File: config.mk
export PLATFORM = sky130hd
export DESIGN_NAME = instr_fetch_unit
export DESIGN_NICKNAME = d
export VERILOG_FILES = /design/src/rtl/instr_fetch_unit.sv
export SDC_FILE = /design/constraint.sdc
export NUM_CORES = 1
export LEC_CHECK = 0
export BUFFER_PORTS_ARGS = -buffer_cell sky130_fd_sc_hd__buf_2
export CAP_MARGIN = 40
export CORE_MARGIN = 2
export CORE_UTILIZATION = 45
export CTS_CLUSTER_DIAMETER = 40
export DETAILED_ROUTE_END_ITERATION = 7
export PLACE_DENSITY = 0.75
export SYNTH_ARGS = -nofsm -noshare
export SYNTH_HDL_FRONTEND = slang
export SYNTH_SLANG_ARGS = --single-unit
File: constraint.sdc
create_clock -name clk -period 4.91 [get_ports clk]
set_input_delay 0.982 -clock clk [delete_from_list [all_inputs] [get_ports clk]]
set_output_delay 0.982 -clock clk [all_outputs]
set_load 0.02 [all_outputs]
File: src/rtl/instr_fetch_unit.sv
// Fetch stage: owns the PC, captures the instruction word into the fetch/decode register,
// and handles stall, branch, call/return through a small circular return-address stack, and halt.
module instr_fetch_unit #(
    parameter int          PROG_CTR_WID = 10,
    parameter int          RAS_DEPTH    = 4,
    parameter logic [15:0] HALT_INSTR   = 16'hFFFF
) (
    input  logic                    clk,
    input  logic                    rst_n,
    input  logic                    stall,
    input  logic                    branch_taken,
    input  logic [PROG_CTR_WID-1:0] branch_target,
    input  logic                    call_en,
    input  logic [PROG_CTR_WID-1:0] call_target,
    input  logic                    ret_en,
    input  logic [15:0]             instr_mem_out,
    output logic [PROG_CTR_WID-1:0] prog_ctr,
    output logic [15:0]             if_instr,
    output logic [PROG_CTR_WID-1:0] if_pc,
    output logic                    if_valid,
    output logic                    halted,
    output logic                    ras_overflow,
    output logic                    ras_underflow
);
    localparam int PTR_W = $clog2(RAS_DEPTH);
    localparam int CNT_W = PTR_W + 1;
    localparam logic [PROG_CTR_WID-1:0] PC_ONE   = {{(PROG_CTR_WID-1){1'b0}}, 1'b1};
    localparam logic [PTR_W-1:0]        PTR_ONE  = {{(PTR_W-1){1'b0}}, 1'b1};
    localparam logic [CNT_W-1:0]        CNT_ONE  = {{(CNT_W-1){1'b0}}, 1'b1};
    localparam logic [CNT_W-1:0]        CNT_FULL = CNT_W'(RAS_DEPTH);

    // ras_ptr is the next write slot; the top of stack sits one below it.
    logic [PROG_CTR_WID-1:0] ras_mem [RAS_DEPTH];
    logic [PTR_W-1:0]        ras_ptr;
    logic [CNT_W-1:0]        ras_cnt;
    logic [PTR_W-1:0]        top_idx;
    logic                    ras_full;
    logic                    ras_empty;
    logic                    halt_seen;

    assign top_idx   = ras_ptr - PTR_ONE;
    assign ras_full  = (ras_cnt == CNT_FULL);
    assign ras_empty = (ras_cnt == '0);
    assign halt_seen = if_valid && (if_instr == HALT_INSTR) && !stall;

    always_ff @(posedge clk or negedge rst_n) begin
        if (!rst_n) begin
            prog_ctr      <= '0;
            if_instr      <= '0;
            if_pc         <= '0;
            if_valid      <= 1'b0;
            halted        <= 1'b0;
            ras_overflow  <= 1'b0;
            ras_underflow <= 1'b0;
            ras_ptr       <= '0;
            ras_cnt       <= '0;
            for (int i = 0; i < RAS_DEPTH; i++) ras_mem[i] <= '0;
        end else if (halted) begin
            // frozen until reset
        end else if (halt_seen) begin
            // keep the halt word visible to decode; nothing else advances
            halted <= 1'b1;
        end else if (if_valid && ret_en) begin
            if (ras_empty) begin
                prog_ctr      <= '0;
                ras_underflow <= 1'b1;
            end else begin
                prog_ctr <= ras_mem[top_idx];
                ras_ptr  <= top_idx;
                ras_cnt  <= ras_cnt - CNT_ONE;
            end
            if_valid <= 1'b0;
            if_instr <= '0;
        end else if (if_valid && call_en) begin
            // a full stack overwrites its oldest slot, which is the one at ras_ptr
            ras_mem[ras_ptr] <= if_pc + PC_ONE;
            ras_ptr          <= ras_ptr + PTR_ONE;
            if (ras_full) ras_overflow <= 1'b1;
            else          ras_cnt      <= ras_cnt + CNT_ONE;
            prog_ctr <= call_target;
            if_valid <= 1'b0;
            if_instr <= '0;
        end else if (if_valid && branch_taken) begin
            prog_ctr <= branch_target;
            if_valid <= 1'b0;
            if_instr <= '0;
        end else if (!stall) begin
            if_instr <= instr_mem_out;
            if_pc    <= prog_ctr;
            if_valid <= 1'b1;
            prog_ctr <= prog_ctr + PC_ONE;
        end
    end
endmodule

==> impl_summary.log <==
INFO  metric status = finished clean
INFO  metric number_of_flops_mapped_to_enable_cells_by_yosys = 0
INFO  metric antenna_found_initial = 0
INFO  metric worst_setup_path_end_kind = flip-flop
INFO  metric post-dp-hpwl = 8050 um
INFO  metric reg2reg_to = prog_ctr[7]
INFO  metric regArea = around 2100 um^2
INFO  metric fp.dieW = 102 um
INFO  metric timing.reg2reg.setup_slack = approximately 2.1 ns
INFO  metric power-per-cell-area = 625 nW/um^2
INFO  metric finalSetupViolations = 0
INFO  metric grt_remaining_overflow = 0
INFO  metric drive_gt1_share = approximately 29%
INFO  metric crit_path_max_fanout = 18
INFO  metric ys_types = 56
INFO  metric slew-limit-headroom = a little over 40%
INFO  metric grt_pass1_wl = 18,000 um
INFO  metric worst_hold_path_depth = 1
INFO  metric drt-total-wl = ~11,000 um
INFO  metric nFillCells = 813
INFO  metric ctsResizeCount = 0
INFO  metric fp.dieArea = around 10,000 um^2
INFO  metric syn_area = approximately 4300 um^2
INFO  metric number_of_cts_inserted_buffers = 9
INFO  metric r2r_start = ras_ptr[0]
INFO  metric route.detailed.vias_per_inst = ~5.7
INFO  metric mostFrequentLayoutCell = dfrtp_1
INFO  metric finish.utilization = a little over half
INFO  metric synthArstFlopShare = 100%
INFO  metric post_cts_clock_slew_at_the_launch_and_capture_registers_of_the_worst_setup_and_hold_paths = about 0.090 ns
INFO  metric multi_input_comb_area = 1990 um^2
INFO  metric synth.area.top_cells = dfrtp_1 (50%), a21oi_1 (5.8%), mux4_2 (5.2%)
INFO  metric final_min_period_over_clock_period = ~60%
INFO  metric cts.sink_count = 85
INFO  metric max_cap_violations = 0
INFO  metric critical_path_class = input pin to flip-flop
INFO  metric max_freq = about 0.34 GHz
INFO  metric final-max-slew-violation-count = 0
INFO  metric max-clock-path-buffers = 2
INFO  metric fin_setup_tns = 0 ns
INFO  metric post_synthesis_cell_type_with_the_largest_combined_area = dfrtp_1
INFO  metric hold_path_class = flip-flop to flip-flop
INFO  metric grt_util_overall = 23.0%
INFO  metric core = slightly above 9000 um^2
INFO  metric rsz0062_at_grt = no
INFO  metric timing.final.hold_violations = 0
INFO  metric synth_top_flop_cell = dfrtp_1
INFO  metric yosysTopAreaCellShare = 49.6%
INFO  metric synthesis.yosys.warnings = 0
INFO  metric max-vdd-ir-drop = 0.000361 V
INFO  metric antenna_cells_inserted = 0
INFO  metric min_from = ras_underflow
INFO  metric top_library_cells_by_usage_in_the_layout_fill_and_taps_aside = dfrtp_1 (85), buf_2 (80), nor2_1 (52), a21oi_1 (50), nand2_1 (22)
INFO  metric number_of_flip_flops_and_latches_in_the_synthesized_netlist = 85
INFO  metric gp_congestion = between 0.8 and 0.9
INFO  metric finalClockSkew = 0.0112 ns
INFO  metric cts_tree = built
INFO  metric data_arrival_time_of_the_worst_path = ~3.2 ns
INFO  metric timing.critical_path.required = between 5 and 6 ns
INFO  metric cts_root_buf = clkbuf_8
INFO  metric start_util = around 46%
INFO  metric synthesis.instances = 398
INFO  metric postSynthAreaPerCell = ~11 um^2
INFO  metric ys_seq_area_share = 49.6%
INFO  metric drt-wirelength-per-cell = 18.6 um
INFO  metric drc_errors = 0
INFO  metric io_pins = a little over 80
INFO  metric htree_num_levels = 3
INFO  metric drt_first_iter_violations = 217
INFO  metric worstRegToRegCells = 5
INFO  metric drt_pre_antenna_iters = 5
INFO  metric holdPathEnd = ras_underflow
INFO  metric start_kind = input pin
INFO  metric final_antenna_net_count = 0
INFO  metric p_leak = 2.26 nW
INFO  metric largest_net_degree_at_the_start_of_global_routing = 64
INFO  metric cts-hold-fix-buffers = 0
INFO  metric clkLatencyLatePin = ~0.37 ns
INFO  metric postCtsSetupRepairBufs = 0
INFO  metric finalCriticalPeriod = 2.98 ns
INFO  metric worst_pin_slew = between 0.8 and 0.9 ns
INFO  metric area_delta_synth_final = 17.7%
INFO  metric via_count_of_the_first_global_routing_pass = 3,502
INFO  metric rows = 35
INFO  metric port_buffers = 81
INFO  metric route.vias.total = about 3,500
INFO  metric postSynthNetCount = 447
INFO  metric floorplan.die.height = 102 um
INFO  metric design_power_total = 0.00315 W
INFO  metric nNetsFinal = 522
==> routing by layer <==
metal  track usage [%]  up-vias  share of wire, %
met3              6.56       31               5.7
met1              29.3     1730                41
met5                 0        -                 0
met4              9.88        0               3.5
met2              36.9      137                50
li1                  -     1592                 -
==> worst max-delay path, cell delays in order <==
cell,delay [ns]
buf_2,0.12
and4b_1,0.21
and3b_1,0.33
a21oi_4,0.24
inv_2,0.07
nor3b_4,0.60
buf_4,0.32
mux2_2,0.36
==> cells by family after synthesis <==
logic type / Yosys count / share of synthesized area (%)
AOI/OAI and AO/OA: 119 / 19.2
and+or+nand+nor: 111 / 12.1
DFF: 85 / 49.6
buffers and inverters: 35 / 4.14
muxes: 28 / 10.1
xor gates and xnor gates: 13 / 2.65
adders and majority gates: 7 / 2.22
==> cells in the mapped netlist (all sizes together) (3+ instances only) <==
cell type  instances
nor2b              4
a211oi             6
a31oi              7
xnor2              7
a22o              17
ha                 6
xor2               6
buf               13
inv               11
and3               4
dfrtp             85
o21ai             15
nand2             22
mux2              14
a21oi             51
a22oi              3
nand4              6
mux4              10
nand3             10
nor2              53
clkbuf            11
o31ai              3
mux2i              4
==> worst max-delay path by stage <==
stage                      from        to  slack [ns]  depth (start not counted)
after global placement    stall  if_pc[2]        1.61                          8
after detailed placement  stall  if_pc[0]        1.56                          8
after floorplan           stall  if_pc[7]        2.39                          9
after CTS                 stall  if_pc[0]        1.94                          8
after global routing      stall  if_pc[6]        1.82                          8
final                     stall  if_pc[0]        1.93                          8
==> metrics by stage <==
| step | setup WS (ns) | instance area, um^2 | hold slack (ns) | instances |
|---|---|---|---|---|
| CTS | 1.94 | 5050 | 0.473 | 607 |
| global placement | 1.61 | 4770 | 0.469 | 589 |
| floorplan | 2.39 | 4290 | 0.475 | 398 |
| global route | 1.82 | 5050 | 0.485 | 607 |
| detailed placement | 1.56 | 4810 | 0.455 | 591 |
| finish | 1.93 | 5050 | 0.469 | 607 |
==> layout make-up <==
class / instances / share of cell area (%)
flip-flops and latches: 85 / 42.1
multi-input cells: 278 / 39.5
repair buffers: 88 / 9.66
well taps: 129 / 3.20
clock buffers: 11 / 3.00
clock inverters: 5 / 1.76
inverters: 11 / 0.817
==> state kept, by name, indices dropped and copies added (netlist names) <==
| register | count |
|---|---|
| if_pc | 10 |
| if_valid | 1 |
| ras_ptr | 2 |
| if_instr | 16 |
| ras_mem | 40 |
| prog_ctr | 10 |
| ras_cnt | 3 |
| halted | 1 |
| ras_underflow | 1 |
| ras_overflow | 1 |
==> where the power goes <==
part           leakage (nW)  internal [W]  switching, W
combinational          1.12      0.000571      0.000665
clock                 0.122      0.000322      0.000268
sequential             1.02      0.000990      0.000340
Power figures use the tool's default switching activity.
